File: src/rtl/io_hub_v2.sv
// io_hub_v2: memory-mapped IO hub between the processor datapath and the
// peripheral drivers. Decodes the 8-bit IO address into block RAM, cell RAM,
// switches, LEDs, touch menu, microphone capture latch and speaker FIFO.
// Optional feature macro: IO_HUB_IRQ_EN adds the sticky irq status/enable
// registers at 0x44/0x45 and drives irq; without it irq is tied low.
//
// Mic handshake: mic_start is a level request; the first cycle with
// mic_done=1 while mic_start=1 is the capture. mic_start then drops and, in
// continuous mode, returns only after mic_done has been seen low and a
// two-cycle gap, so each sample sees a fresh low-to-high request edge.
module io_hub_v2 #(
   parameter int WIDTH      = 32,
   parameter int SPKR_DEPTH = 8,
   parameter int SAMPLE_W   = 16,
   parameter int MIC_W      = 12,
   parameter int LED_W      = 8,
   parameter int UCNT_W     = 8
) (
   input  logic                clk,
   input  logic                reset,
   input  logic [7:0]          mem_addr,
   input  logic [WIDTH-1:0]    data_out1,
   input  logic                memwrite,
   input  logic                mem_en,
   input  logic [LED_W-1:0]    SW_I,
   output logic [LED_W-1:0]    LEDS,
   input  logic [1:0]          menu_in,
   input  logic [2:0]          filter,
   input  logic                mic_done,
   input  logic [MIC_W-1:0]    mic_data,
   output logic                mic_start,
   input  logic                spkr_update,
   output logic [SAMPLE_W-1:0] spkr_data,
   input  logic [WIDTH-1:0]    br_memdata_out,
   output logic [WIDTH-1:0]    br_memdata_in,
   output logic                br_memread,
   output logic                br_memwrite,
   input  logic [15:0]         cr_app_data_out,
   output logic [15:0]         cr_app_data_in,
   output logic                cr_memread,
   output logic                cr_memwrite,
   output logic                irq,
   output logic [WIDTH-1:0]    io_data
);

   localparam int AW = (SPKR_DEPTH > 1) ? $clog2(SPKR_DEPTH) : 1;
   localparam int CW = AW + 1;

   typedef enum logic [1:0] {MIC_IDLE, MIC_ARMED, MIC_HOLD, MIC_GAP} mic_state_t;

   // Address decode
   logic rd_en, rd_mic;
   logic wr_led, wr_mic_ctrl, wr_push, wr_spkr_stat, wr_ucnt;
   assign rd_en        = mem_en & ~memwrite;
   assign rd_mic       = rd_en & (mem_addr == 8'h20);
   assign wr_led       = memwrite & (mem_addr == 8'h04);
   assign wr_mic_ctrl  = memwrite & (mem_addr == 8'h21);
   assign wr_push      = memwrite & (mem_addr == 8'h40);
   assign wr_spkr_stat = memwrite & (mem_addr == 8'h41);
   assign wr_ucnt      = memwrite & (mem_addr == 8'h42);

   assign br_memread  = (mem_addr == 8'h00) & mem_en;
   assign br_memwrite = (mem_addr == 8'h00) & memwrite;
   assign cr_memread  = mem_addr[7] & mem_en & ~memwrite;
   assign cr_memwrite = mem_addr[7] & memwrite;

   // Store data and LED registers
   always_ff @(posedge clk or posedge reset) begin
      if (reset) begin
         br_memdata_in  <= '0;
         cr_app_data_in <= '0;
         LEDS           <= '0;
      end else begin
         if (br_memwrite) br_memdata_in  <= data_out1;
         if (cr_memwrite) cr_app_data_in <= data_out1[15:0];
         if (wr_led)      LEDS           <= data_out1[LED_W-1:0];
      end
   end

   // Speaker FIFO control: pop on a rising spkr_update, pop before push
   logic [SAMPLE_W-1:0] fifo_mem [SPKR_DEPTH];
   logic [AW-1:0]       wr_ptr, rd_ptr;
   logic [CW-1:0]       spkr_count, spkr_count_nxt;
   logic [UCNT_W-1:0]   ucnt;
   logic                upd_q, spkr_ovf;
   logic                pop_req, do_pop, do_push, underrun_ev, overflow_ev;
   logic                fifo_full, fifo_empty;

   assign fifo_full   = (spkr_count == CW'(SPKR_DEPTH));
   assign fifo_empty  = (spkr_count == '0);
   assign pop_req     = spkr_update & ~upd_q;
   assign do_pop      = pop_req & ~fifo_empty;
   assign do_push     = wr_push & (~fifo_full | do_pop);
   assign underrun_ev = pop_req & fifo_empty;
   assign overflow_ev = wr_push & fifo_full & ~do_pop;

   // Next occupancy, shared by the count register and the low-water detect
   always_comb begin
      spkr_count_nxt = spkr_count + CW'(do_push) - CW'(do_pop);
   end

   // FIFO storage, pointers, output sample, overflow flag and underrun count
   always_ff @(posedge clk or posedge reset) begin
      if (reset) begin
         for (int i = 0; i < SPKR_DEPTH; i++) fifo_mem[i] <= '0;
         wr_ptr     <= '0;
         rd_ptr     <= '0;
         spkr_count <= '0;
         spkr_data  <= '0;
         upd_q      <= 1'b0;
         spkr_ovf   <= 1'b0;
         ucnt       <= '0;
      end else begin
         upd_q      <= spkr_update;
         spkr_count <= spkr_count_nxt;
         if (do_push) begin
            fifo_mem[wr_ptr] <= data_out1[SAMPLE_W-1:0];
            wr_ptr           <= wr_ptr + AW'(1);
         end
         if (do_pop) begin
            spkr_data <= fifo_mem[rd_ptr];
            rd_ptr    <= rd_ptr + AW'(1);
         end
         if (overflow_ev)                          spkr_ovf <= 1'b1;
         else if (wr_spkr_stat && data_out1[9])    spkr_ovf <= 1'b0;
         // a same-cycle underrun survives the clear
         if (wr_ucnt)                              ucnt <= underrun_ev ? UCNT_W'(1) : '0;
         else if (underrun_ev && (ucnt != '1))     ucnt <= ucnt + UCNT_W'(1);
      end
   end

   // Mic capture
   mic_state_t mic_state, mic_state_nxt;
   logic [MIC_W-1:0] mic_latch;
   logic             mic_valid, mic_ovr, mic_cont, capture;
   assign capture = mic_start & mic_done;

   // Mic FSM state register
   always_ff @(posedge clk or posedge reset) begin
      if (reset) mic_state <= MIC_IDLE;
      else       mic_state <= mic_state_nxt;
   end

   // Mic FSM next state: arm write overrides everything
   always_comb begin
      mic_state_nxt = mic_state;
      case (mic_state)
         MIC_IDLE:  mic_state_nxt = MIC_IDLE;
         MIC_ARMED: if (mic_done) mic_state_nxt = mic_cont ? MIC_HOLD : MIC_IDLE;
         MIC_HOLD:  if (!mic_cont) mic_state_nxt = MIC_IDLE;
                    else if (!mic_done) mic_state_nxt = MIC_GAP;
         MIC_GAP:   mic_state_nxt = mic_cont ? MIC_ARMED : MIC_IDLE;
         default:   mic_state_nxt = MIC_IDLE;
      endcase
      if (wr_mic_ctrl && data_out1[0]) mic_state_nxt = MIC_ARMED;
   end

   // Mic FSM output: request is high only while armed
   always_comb begin
      mic_start = (mic_state == MIC_ARMED);
   end

   // Mic latch, valid/overrun flags and continuous-mode bit
   always_ff @(posedge clk or posedge reset) begin
      if (reset) begin
         mic_latch <= '0;
         mic_valid <= 1'b0;
         mic_ovr   <= 1'b0;
         mic_cont  <= 1'b0;
      end else begin
         if (capture)     mic_latch <= mic_data;
         if (capture)     mic_valid <= 1'b1;
         else if (rd_mic) mic_valid <= 1'b0;
         if (capture && mic_valid)               mic_ovr <= 1'b1;
         else if (wr_mic_ctrl && data_out1[3])   mic_ovr <= 1'b0;
         if (wr_mic_ctrl) mic_cont <= data_out1[1];
      end
   end

   logic [2:0] irq_stat_v, irq_en_v;
`ifdef IO_HUB_IRQ_EN
   logic [2:0] irq_stat, irq_en, irq_ev;
   logic       irq_q, wr_irq_stat, wr_irq_en, spkr_low_ev;
   assign wr_irq_stat = memwrite & (mem_addr == 8'h44);
   assign wr_irq_en   = memwrite & (mem_addr == 8'h45);
   assign spkr_low_ev = (spkr_count > CW'(SPKR_DEPTH / 4)) &&
                        (spkr_count_nxt <= CW'(SPKR_DEPTH / 4));
   assign irq_ev      = {spkr_low_ev, capture & ~mic_valid, underrun_ev};

   // Sticky W1C status (set wins), enable register and registered irq
   always_ff @(posedge clk or posedge reset) begin
      if (reset) begin
         irq_stat <= '0;
         irq_en   <= '0;
         irq_q    <= 1'b0;
      end else begin
         irq_stat <= irq_ev | (irq_stat & ~(wr_irq_stat ? data_out1[2:0] : 3'b000));
         if (wr_irq_en) irq_en <= data_out1[2:0];
         irq_q <= |(irq_stat & irq_en);
      end
   end
   assign irq        = irq_q;
   assign irq_stat_v = irq_stat;
   assign irq_en_v   = irq_en;
`else
   assign irq        = 1'b0;
   assign irq_stat_v = 3'b000;
   assign irq_en_v   = 3'b000;
`endif

   // Combinational load mux; zero whenever no load is in progress
   always_comb begin
      io_data = '0;
      if (rd_en) begin
         if (mem_addr[7]) io_data = WIDTH'(cr_app_data_out);
         else begin
            case (mem_addr)
               8'h00:   io_data = br_memdata_out;
               8'h02:   io_data = WIDTH'(SW_I);
               8'h04:   io_data = WIDTH'(LEDS);
               8'h08:   io_data = WIDTH'({filter, menu_in});
               8'h20:   io_data = WIDTH'({mic_latch, 4'b0000});
               8'h21:   io_data = WIDTH'({mic_ovr, mic_cont, mic_valid, mic_start});
               8'h41:   io_data = WIDTH'({spkr_ovf, fifo_full, fifo_empty, 7'(spkr_count)});
               8'h42:   io_data = WIDTH'(ucnt);
               8'h44:   io_data = WIDTH'(irq_stat_v);
               8'h45:   io_data = WIDTH'(irq_en_v);
               default: io_data = '0;
            endcase
         end
      end
   end

endmodule
File: config.mk
export PLATFORM = sky130hd
export DESIGN_NAME = io_hub_v2
export DESIGN_NICKNAME = d
export VERILOG_FILES = /design/src/rtl/io_hub_v2.sv
export SDC_FILE = /design/constraint.sdc
export NUM_CORES = 1
export LEC_CHECK = 0
export ABC_AREA = 1
export CORE_MARGIN = 4
export CORE_UTILIZATION = 53
export DETAILED_ROUTE_END_ITERATION = 16
export GPL_TIMING_DRIVEN = 0
export PLACE_DENSITY = 0.81
export SLEW_MARGIN = 20
export SYNTH_ARGS = -nofsm -noshare
export SYNTH_HDL_FRONTEND = slang
export SYNTH_SLANG_ARGS = --single-unit
File: constraint.sdc
create_clock -name clk -period 10.4 [get_ports clk]
set_clock_uncertainty 0.1 [all_clocks]
set_input_delay 1.04 -clock clk [delete_from_list [all_inputs] [get_ports clk]]
set_output_delay 1.04 -clock clk [all_outputs]
set_load 0.03 [all_outputs]
==> out/qor.yml <==
clock.fmax_ghz: 0.198
async_reset_ff_share_pct: 100
htreeDepth: 1
syn_area_per_cell_sq_um: 7.92
area_delta_synth_final_pct: 28.7
die_w_microns: 158
hold_path.startpoint: "fifo_mem[45]"
worstPathMaxFanout: 10
top_usage_layer: "met2"
timing.hold.ws_ns: 0.364
grt_max_degree: 104
tightest_slew_ns: 1.02
route.detailed.drc: 0
grtUsageMet2_pct: 48.5
synth_top_cell_area_share_pct: 49.6
first_pass_iters: 7
overflow: 0
period_share_pct: 48.6
synth-edff-count: 0
grt_first_pass_wirelength_microns: 59800
crit_required_ns: 9.26
peakVddDrop_uv: 168
die-area_sq_um: 25000
setup_tns_ns: 0
slew_violations: 0
numPlacedInstances: 2002
cts_buffers: 26
hold_viol: 0
syn-num-nets: 1637
worstSetupPathType: "in2out"
synth-seq-cells: 237
synthCells: 1509
finish.instance_area_sq_um: 15400
totalWireLength_microns: 37900
crit_arrival_ns: 3.91
grtUsageMet3_pct: 6.72
synth_seq_area_share_pct: 49.6
antenna_found_initial: 0
synth_cell_type_count: 36
p_total_mw: 3.03
yosysWarnings: 0
synth_area_leaders: "dfrtp_1 (50%), nand2_1 (16%), nand3_1 (7.5%)"
layout_setup_ws_ns: 5.35
fin_util_pct: 69.9
worstSetupStartpoint: "memwrite"
drtIter0Drc: 963
hpwl_microns: 26900
port_buffers: 211
slowest_stage: "clkdlybuf4s50_1"
maxCapViolCount: 0
antenna_cells: 0
run_status: "completed"
cts_hold_buffers: 0
clkLatencyLatePin_ns: 0.53
path_clk_slew_ns: 0.06
routabilityCongestion: 0.908
slowest_delay_ns: 0.78
ioPinCount: 229
via_per_inst: 5.51
r2r-start: "spkr_count[2]"
start_util_pct: 54.3
dpl_worst_slack_ns: 5.42
first_global_vias: 11000
start_kind: "input port"
cts_tree: "yes"
grt_setup_unrepaired: "no"
wl_per_cell_microns: 18.5
placed_area_sq_um: 14500
yosysTopAreaCell: "dfrtp_1"
met1_usage_pct: 42.3
nNetsFinal: 1878
hold_path.class: "reg2reg"
cts_resized: 0
fp.coreArea_sq_um: 22000
max-slew-margin-rel_pct: 31.8
cts_root_buf: "clkbuf_16"
period_minus_slack_ns: 5.05
p_leak_nw: 7.74
antenna_left: 0
clkSinkCount: 237
vias: 11300
synth-main-ff-cell: "dfrtp_1"
grt_usage_pct: 30.4
crit_path_frequent_cell: "clkdlybuf4s50_1"
rows: 54
drive_gt1_share_pct: 8.31
final_cell_count_no_fill: 2049
crit_chain: "clkdlybuf4s50_1 -> nor2_2 -> nand2_1 -> clkbuf_1 -> nor3b_1 -> clkdlybuf4s50_1"
setup_viol: 0
syn_area_sq_um: 12000
die_y_microns: 158
cts_setup_buffers: 0
pwr_density_cell_nw_per_um2: 197
crit_path_end_kind: "output port"
clockBufferDepth: 3
[cell families after synthesis]
kind of cell             count (synthesis)  synth area share [%]
AO/OA/AOI/OAI                          190                  8.82
XOR/XNOR                                10                 0.732
adder cells (fa/ha/maj)                  9                  1.00
buffers and inverters                  170                  7.00
flip-flops                             237                  49.6
other                                    1                0.0314
AND/OR/NAND/NOR                        892                  32.8
[Yosys cell counts (5+ instances only)]
cell      number
nand2_1      502
dfrtp_1      237
nand3_1      179
nor2_1       140
o21ai_0      129
inv_1         69
clkbuf_1      44
o211ai_1      35
buf_6         20
nor3b_1       18
buf_2         17
nor2_2        15
a21oi_1       11
nand2_2       11
o21ai_1       10
nand2_4        9
ha_1           8
buf_4          6
inv_2          6
xor2_1         6
nor2_4         5
[cell usage in the layout (no fill, tap or decap), types with 17 or more instances in the layout]
cell type / count
clkdlybuf4s50_1: 211
buf_2: 17
o211ai_1: 35
buf_6: 20
clkbuf_1: 49
inv_1: 68
clkbuf_16: 26
dfrtp_1: 237
o21ai_0: 129
nand3_1: 179
nand2_1: 502
nor3b_1: 18
nor2_1: 140
[flip-flops by register name (all words and copies together), names as in the netlist, 2 cells and up]
name and flops:
mic_state 2, LEDS 8, fifo_mem 128, br_memdata_in 32, spkr_count 4, rd_ptr 3
cr_app_data_in 16, ucnt 8, mic_latch 12, wr_ptr 3, spkr_data 16
[metal layers]
| metal | part of all wire (%) | vias up | wire length (microns) |
|---|---|---|---|
| li1 | - | 5354 | - |
| met1 | 42 | 5400 | 15800 |
| met2 | 47 | 464 | 17600 |
| met3 | 8.7 | 77 | 3310 |
| met4 | 3.0 | 0 | 1140 |
| met5 | 0 | - | 0 |
[final timing paths]
check | end | slack (ns) | cells after the start
max in group asynchronous | fifo_mem[35] | 8.50 | 3
worst min register to register | fifo_mem[45] | 0.36 | 2
worst min-delay path | fifo_mem[45] | 0.36 | 2
worst max register to register | spkr_count[2] | 7.98 | 11
min in group asynchronous | mic_latch[10] | 0.84 | 2
worst max-delay path | io_data[30] | 5.35 | 6
[power breakdown]
part | leakage (nW) | internal [mW] | total (mW) | switching [mW]
registers | 3.18 | 1.03 | 1.11 | 0.0773
logic | 4.12 | 0.331 | 0.955 | 0.624
clock network | 0.448 | 0.586 | 0.964 | 0.379
[layout make-up]
type / count / area [sq um]
fill: 1746 / 6640
sequential: 237 / 5930
multi-input combinational: 1102 / 5190
timing repair buffer: 213 / 2170
clock buffer: 38 / 766
buffer: 90 / 532
tap: 280 / 350
inverter: 80 / 313
clock inverter: 9 / 138
[critical path, delay by kind of cell]
family | cells | cell delay (ns)
simple gates | 3 | 1.22
buf+inv | 3 | 1.65
Power figures use the tool's default switching activity.
